### config.mk
export PLATFORM = sky130hd
export DESIGN_NAME = pc_unit_flat
export DESIGN_NICKNAME = d
export VERILOG_FILES = /design/src/rtl/pc_unit_if.sv /design/src/rtl/pc_unit.sv /design/src/flat_wrapper.sv
export SDC_FILE = /design/constraint.sdc
export NUM_CORES = 1
export LEC_CHECK = 0
export ABC_AREA = 1
export CORE_MARGIN = 1.5
export CORE_UTILIZATION = 54
export CTS_CLUSTER_SIZE = 10
export DETAILED_ROUTE_END_ITERATION = 10
export GPL_TIMING_DRIVEN = 0
export PLACE_DENSITY = 0.86
export REMOVE_ABC_BUFFERS = 1
export SYNTH_ARGS = -nofsm -noshare
export SYNTH_HDL_FRONTEND = slang
export SYNTH_SLANG_ARGS = --single-unit
### constraint.sdc
create_clock -name clk_i -period 5.39 [get_ports clk_i]
set_input_delay 1.3475 -clock clk_i [delete_from_list [all_inputs] [get_ports clk_i]]
set_output_delay 1.3475 -clock clk_i [all_outputs]
set_load 0.005 [all_outputs]
### src/rtl/pc_unit_if.sv
// Fetch-control bundle between the IF-stage controller (master) and pc_unit (slave).
interface pc_unit_if #(
  parameter int unsigned XLEN = 32
);
  logic            start_i;
  logic            pc_write_i;
  logic            mem_stall_i;
  logic            branch_taken_i;
  logic [XLEN-1:0] branch_target_i;
  logic            trap_i;
  logic [XLEN-1:0] pc_o;
  logic [XLEN-1:0] pc_next_o;
  logic            valid_o;
  logic            flush_o;
  logic            pending_o;
  logic            misalign_o;

  modport master (
    output start_i, pc_write_i, mem_stall_i, branch_taken_i, branch_target_i, trap_i,
    input  pc_o, pc_next_o, valid_o, flush_o, pending_o, misalign_o
  );

  modport slave (
    input  start_i, pc_write_i, mem_stall_i, branch_taken_i, branch_target_i, trap_i,
    output pc_o, pc_next_o, valid_o, flush_o, pending_o, misalign_o
  );
endinterface

### src/rtl/pc_unit.sv
// IF-stage program counter with IDLE/RUN control, trap-over-branch redirect priority,
// a one-entry pending-redirect buffer for stalls and a registered IF/ID flush pulse.
module pc_unit #(
  parameter int unsigned          XLEN         = 32,
  parameter logic [XLEN-1:0]      RESET_VECTOR = '0,
  parameter logic [XLEN-1:0]      TRAP_VECTOR  = XLEN'(32'h0000_0100),
  parameter int unsigned          INSTR_BYTES  = 4
) (
  input logic      clk_i,
  input logic      rst_n_i,
  pc_unit_if.slave bus
);
  localparam int unsigned ALIGN_BITS = $clog2(INSTR_BYTES);

  typedef enum logic {S_IDLE, S_RUN} state_t;

  state_t          r_state;
  state_t          w_state_next;
  logic [XLEN-1:0] r_pc;
  logic            r_flush;
  logic            r_pend_valid;
  logic [XLEN-1:0] r_pend_target;
  logic            w_advance;
  logic            w_redirect;
  logic [XLEN-1:0] w_pc_next;

  assign w_advance = bus.pc_write_i & ~bus.mem_stall_i;

  always_ff @(posedge clk_i or negedge rst_n_i) begin
    if (!rst_n_i) r_state <= S_IDLE;
    else          r_state <= w_state_next;
  end

  always_comb begin
    w_state_next = r_state;
    case (r_state)
      S_IDLE:  if (bus.start_i)  w_state_next = S_RUN;
      S_RUN:   if (!bus.start_i) w_state_next = S_IDLE;
      default: w_state_next = S_IDLE;
    endcase
  end

  always_comb begin
    bus.valid_o = (r_state == S_RUN);
  end

  always_comb begin
    w_redirect = 1'b0;
    w_pc_next  = RESET_VECTOR;
    if (r_state == S_RUN) begin
      w_redirect = bus.trap_i | r_pend_valid | bus.branch_taken_i;
      if (bus.trap_i)              w_pc_next = TRAP_VECTOR;
      else if (r_pend_valid)       w_pc_next = r_pend_target;
      else if (bus.branch_taken_i) w_pc_next = bus.branch_target_i;
      else                         w_pc_next = r_pc + XLEN'(INSTR_BYTES);
    end
  end

  always_ff @(posedge clk_i or negedge rst_n_i) begin
    if (!rst_n_i) begin
      r_pc          <= RESET_VECTOR;
      r_flush       <= 1'b0;
      r_pend_valid  <= 1'b0;
      r_pend_target <= '0;
    end else if (r_state == S_IDLE || !bus.start_i) begin
      r_pc         <= RESET_VECTOR;
      r_flush      <= 1'b0;
      r_pend_valid <= 1'b0;
    end else if (w_advance) begin
      r_pc         <= w_pc_next;
      r_flush      <= w_redirect;
      r_pend_valid <= 1'b0;
    end else begin
      r_flush <= 1'b0;
      // A trap always replaces the buffer; a branch only fills an empty one.
      if (bus.trap_i) begin
        r_pend_valid  <= 1'b1;
        r_pend_target <= TRAP_VECTOR;
      end else if (bus.branch_taken_i && !r_pend_valid) begin
        r_pend_valid  <= 1'b1;
        r_pend_target <= bus.branch_target_i;
      end
    end
  end

  assign bus.pc_o      = r_pc;
  assign bus.pc_next_o = w_pc_next;
  assign bus.flush_o   = r_flush;
  assign bus.pending_o = r_pend_valid;

  generate
    if (ALIGN_BITS == 0) begin : g_no_align
      assign bus.misalign_o = 1'b0;
    end else begin : g_align
      assign bus.misalign_o = |r_pc[ALIGN_BITS-1:0];
    end
  endgenerate
endmodule

### src/flat_wrapper.sv
// flat-port wrapper written by rule: the top's interface ports become plain ports
module pc_unit_flat 
#(
  parameter int unsigned          XLEN         = 32,
  parameter logic [XLEN-1:0]      RESET_VECTOR = '0,
  parameter logic [XLEN-1:0]      TRAP_VECTOR  = XLEN'(32'h0000_0100),
  parameter int unsigned          INSTR_BYTES  = 4
)
  (clk_i, rst_n_i, bus_start_i, bus_pc_write_i, bus_mem_stall_i, bus_branch_taken_i, bus_branch_target_i, bus_trap_i, bus_pc_o, bus_pc_next_o, bus_valid_o, bus_flush_o, bus_pending_o, bus_misalign_o);
  pc_unit_if #(.XLEN(XLEN)) bus_i ();
  input logic clk_i;
  input logic rst_n_i;
  input wire logic [$bits(bus_i.start_i)-1:0] bus_start_i;
  input wire logic [$bits(bus_i.pc_write_i)-1:0] bus_pc_write_i;
  input wire logic [$bits(bus_i.mem_stall_i)-1:0] bus_mem_stall_i;
  input wire logic [$bits(bus_i.branch_taken_i)-1:0] bus_branch_taken_i;
  input wire logic [$bits(bus_i.branch_target_i)-1:0] bus_branch_target_i;
  input wire logic [$bits(bus_i.trap_i)-1:0] bus_trap_i;
  output wire logic [$bits(bus_i.pc_o)-1:0] bus_pc_o;
  output wire logic [$bits(bus_i.pc_next_o)-1:0] bus_pc_next_o;
  output wire logic [$bits(bus_i.valid_o)-1:0] bus_valid_o;
  output wire logic [$bits(bus_i.flush_o)-1:0] bus_flush_o;
  output wire logic [$bits(bus_i.pending_o)-1:0] bus_pending_o;
  output wire logic [$bits(bus_i.misalign_o)-1:0] bus_misalign_o;
  assign bus_i.start_i = bus_start_i;
  assign bus_i.pc_write_i = bus_pc_write_i;
  assign bus_i.mem_stall_i = bus_mem_stall_i;
  assign bus_i.branch_taken_i = bus_branch_taken_i;
  assign bus_i.branch_target_i = bus_branch_target_i;
  assign bus_i.trap_i = bus_trap_i;
  assign bus_pc_o = bus_i.pc_o;
  assign bus_pc_next_o = bus_i.pc_next_o;
  assign bus_valid_o = bus_i.valid_o;
  assign bus_flush_o = bus_i.flush_o;
  assign bus_pending_o = bus_i.pending_o;
  assign bus_misalign_o = bus_i.misalign_o;
  pc_unit #(.XLEN(XLEN), .RESET_VECTOR(RESET_VECTOR), .TRAP_VECTOR(TRAP_VECTOR), .INSTR_BYTES(INSTR_BYTES)) u_core (.clk_i(clk_i), .rst_n_i(rst_n_i), .bus(bus_i));
endmodule
==> flow_summary.yaml <==
sta:
  setup_viol_count_final: 0
  fin_ws_ns: 0.1256
  rsz0062_at_grt: "no"
  timing.fmax_ghz: 0.1900
  final-max-slew-violation-count: 0
  whs_ns: 0.4976
  worst-slew-pin-transition_ns: 1.199
  setup_tns_ns: 0
  finalCritPeriodShare: 0.9767
  final.min_clock_period_ns: 5.264
  hold_violations: 0
  clock_skew_ns: 0.009266
  slew-limit-headroom: 0.2004
critical_path:
  path_delay_family: "buffers and inverters"
  critPathMaxStageDelay_ns: 0.58
  cpMaxStageDelayCell: "clkdlybuf4s50_1"
  cp.arrival_ns: 3.92
  start_kind: "input pin"
  critPathRequiredTime_ns: 4.04
  path_class: "input pin to output pin"
  worstPathCellList: "clkdlybuf4s50_1, inv_6, nand2_1, a211oi_1, a21boi_0, clkdlybuf4s50_1"
  path_max_fanout: 51
  worst_setup_path_end_kind: "output pin"
  crit-reg2reg-launch: "u_core.bus.pending_o$_DFFE_PN0P_"
  r2r_end: "u_core.r_pend_target[17]$_DFFE_PN0P_"
  worst-path-buf-inv: 3
  cpMostUsedCell: "clkdlybuf4s50_1"
  reg2reg_slack_ns: 2.49
  reg2regPathDepth: 6
worst_hold_path:
  hp-class: "flip-flop to flip-flop"
  worstHoldPathCells: 1
  hold_start: "u_core.r_pend_target[4]$_DFFE_PN0P_"
  hold_end: "u_core.r_pend_target[4]$_DFFE_PN0P_"
placed_design:
  place_ws_ns: -0.1451
  portBuffers: 106
  placed_cells: 825
  hpwl_mm: 8.908
  gp_congestion: 0.9389
floorplanning:
  start_util: 0.5615
  io_pins: 107
  die_h_um: 92.88
  rows: 32
  core_area_um2: 7767
  die_w_um: 92.88
  dieArea_um2: 8626
clock_network:
  clkTransAtPathRegs_ns: 0.07
  clock-root-buffer: "clkbuf_8"
  cts.path.max_buffers: 2
  htree_levels: 3
  postCtsHoldBufs: 0
  cts_buffers: 9
  cts_tree: "yes"
  post-cts-setup-buffers: 0
  clk_latency_ns: 0.34
  clkSinkCount: 67
grt:
  overflow: 0
  grt_use_total: 0.2952
  grt_pass1_wl_mm: 20.31
  grt_max_degree: 68
  grt_pass1_vias: 4451
  antenna_found_initial: 0
cells_and_area:
  fill_cells: 617
  final_cells: 840
  layout_common_cells: "nand2_1 (194), clkdlybuf4s50_1 (105), nor2_1 (72)"
  layout.nets: 774
  final_common_cell: "nand2_1"
  drive_above_1_share: 0.07724
  n_antenna_cell: 0
  synthToLayoutAreaGrowth_pct: 29.80
yosys:
  synth.distinct_cells: 33
  synth.avg_cell_area_um2: 6.783
  syn_area_um2: 4362
  synth_top_area_frac: 0.3844
  ys_warn_count: 0
  synth_area_leaders: "dfrtp_1 (38%), nand2_1 (17%), o21ai_0 (6.5%)"
  yosysSeqAreaShare: 0.3844
  ys_ff_latch: 67
  ys_async_sr_fraction: 1.000
  synth_largest_area_cell: "dfrtp_1"
  synth-main-ff-cell: "dfrtp_1"
  synthCells: 643
  synth-edff-count: 0
drt:
  drt-total-wl_mm: 12.36
  wl_per_cell_um: 14.72
  via_count: 4620
  drcViolationCount: 0
  drtIter0Drc: 328
  antenna_left: 0
  via_per_inst: 5.500
  dr.pass1.iters: 5
power:
  irDropWorstVdd_uv: 160.2
  powerDensity_nw_per_um2: 215.4
  p_leak_nw: 2.423
  power_mw: 1.219
run_status:
  outcome: "completed"
flow_run:
  max_cap_viol_count: 0
-- routing by layer --
layer | vias to the layer above | GRT usage | routed length, um
li1 | 2234 | - | -
met1 | 2151 | 0.3769 | 5357
met2 | 214 | 0.5067 | 5898
met3 | 21 | 0.04680 | 876
met4 | 0 | 0.09975 | 231
met5 | - | 0 | 0
-- area by class of cell --
cell class | count | area (um^2) | share of cell area
timing repair buffer | 108 | 1101 | 0.1945
tap | 102 | 127.6 | 0.02254
multi-input combinational | 476 | 2287 | 0.4040
clock inverter | 2 | 35.03 | 0.006188
inverter | 72 | 275.3 | 0.04862
sequential | 67 | 1677 | 0.2961
clock buffer | 13 | 158.9 | 0.02807
-- registers in the layout (all words and copies together), names as in the netlist --
name / cells
u_core.bus.flush_o: 1
u_core.bus.pending_o: 1
u_core.r_pend_target: 32
u_core.bus.valid_o: 1
u_core.bus.pc_o: 32
-- through the flow --
stage / util / instance area [um^2]
6_report: 0.7289 / 5662
5_1_grt: 0.7289 / 5662
4_1_cts: 0.7276 / 5652
3_5_place_dp: 0.7023 / 5455
3_3_place_gp: 0.6965 / 5410
2_1_floorplan: - / 4222
-- timing repair --
action                                  CTS  global route
gates cloned                              0             0
gates resized for setup                   1             1
endpoints found under the setup margin    5             1
-- report_power, final --
| group | switching [mW] | internal (mW) | total, mW |
|---|---|---|---|
| Combinational | 0.128 | 0.0981 | 0.226 |
| Clock | 0.188 | 0.236 | 0.425 |
| Sequential | 0.0228 | 0.546 | 0.569 |
-- worst max-delay path by stage --
| stage | from | endpoint | slack [ns] | cells after the start |
|---|---|---|---|---|
| after floorplan | bus_trap_i | bus_pc_next_o[12] | 1.05 | 4 |
| after global placement | bus_trap_i | bus_pc_next_o[12] | -0.73 | 6 |
| after detailed placement | bus_trap_i | bus_pc_next_o[12] | -0.15 | 6 |
| after CTS | bus_trap_i | bus_pc_next_o[12] | 0.08 | 6 |
| after global routing | bus_trap_i | bus_pc_next_o[12] | 0.09 | 6 |
| final | bus_trap_i | bus_pc_next_o[12] | 0.13 | 6 |
-- cell usage after synthesis, types with 3 or more instances --
| library cell | instances |
|---|---|
| nand2_2 | 7 |
| buf_2 | 10 |
| o21ai_2 | 8 |
| o21ai_0 | 57 |
| a211oi_1 | 5 |
| o22ai_1 | 5 |
| nor2_4 | 3 |
| nor2_2 | 8 |
| xnor2_1 | 8 |
| nand2_1 | 194 |
| o221ai_1 | 3 |
| nor2_1 | 74 |
| dfrtp_1 | 67 |
| a21boi_0 | 3 |
| nand3_1 | 56 |
| a21oi_1 | 24 |
| inv_1 | 70 |
| nand3_2 | 8 |
| clkbuf_1 | 15 |
-- cell families after synthesis --
kind of cell / synth area share
xor gates and xnor gates: 0.02008
DFF: 0.3844
and+or+nand+nor: 0.3442
adders and majority gates: 0.002868
AOI/OAI and AO/OA: 0.1543
buffers and inverters: 0.09409
Power figures use the tool's default switching activity.
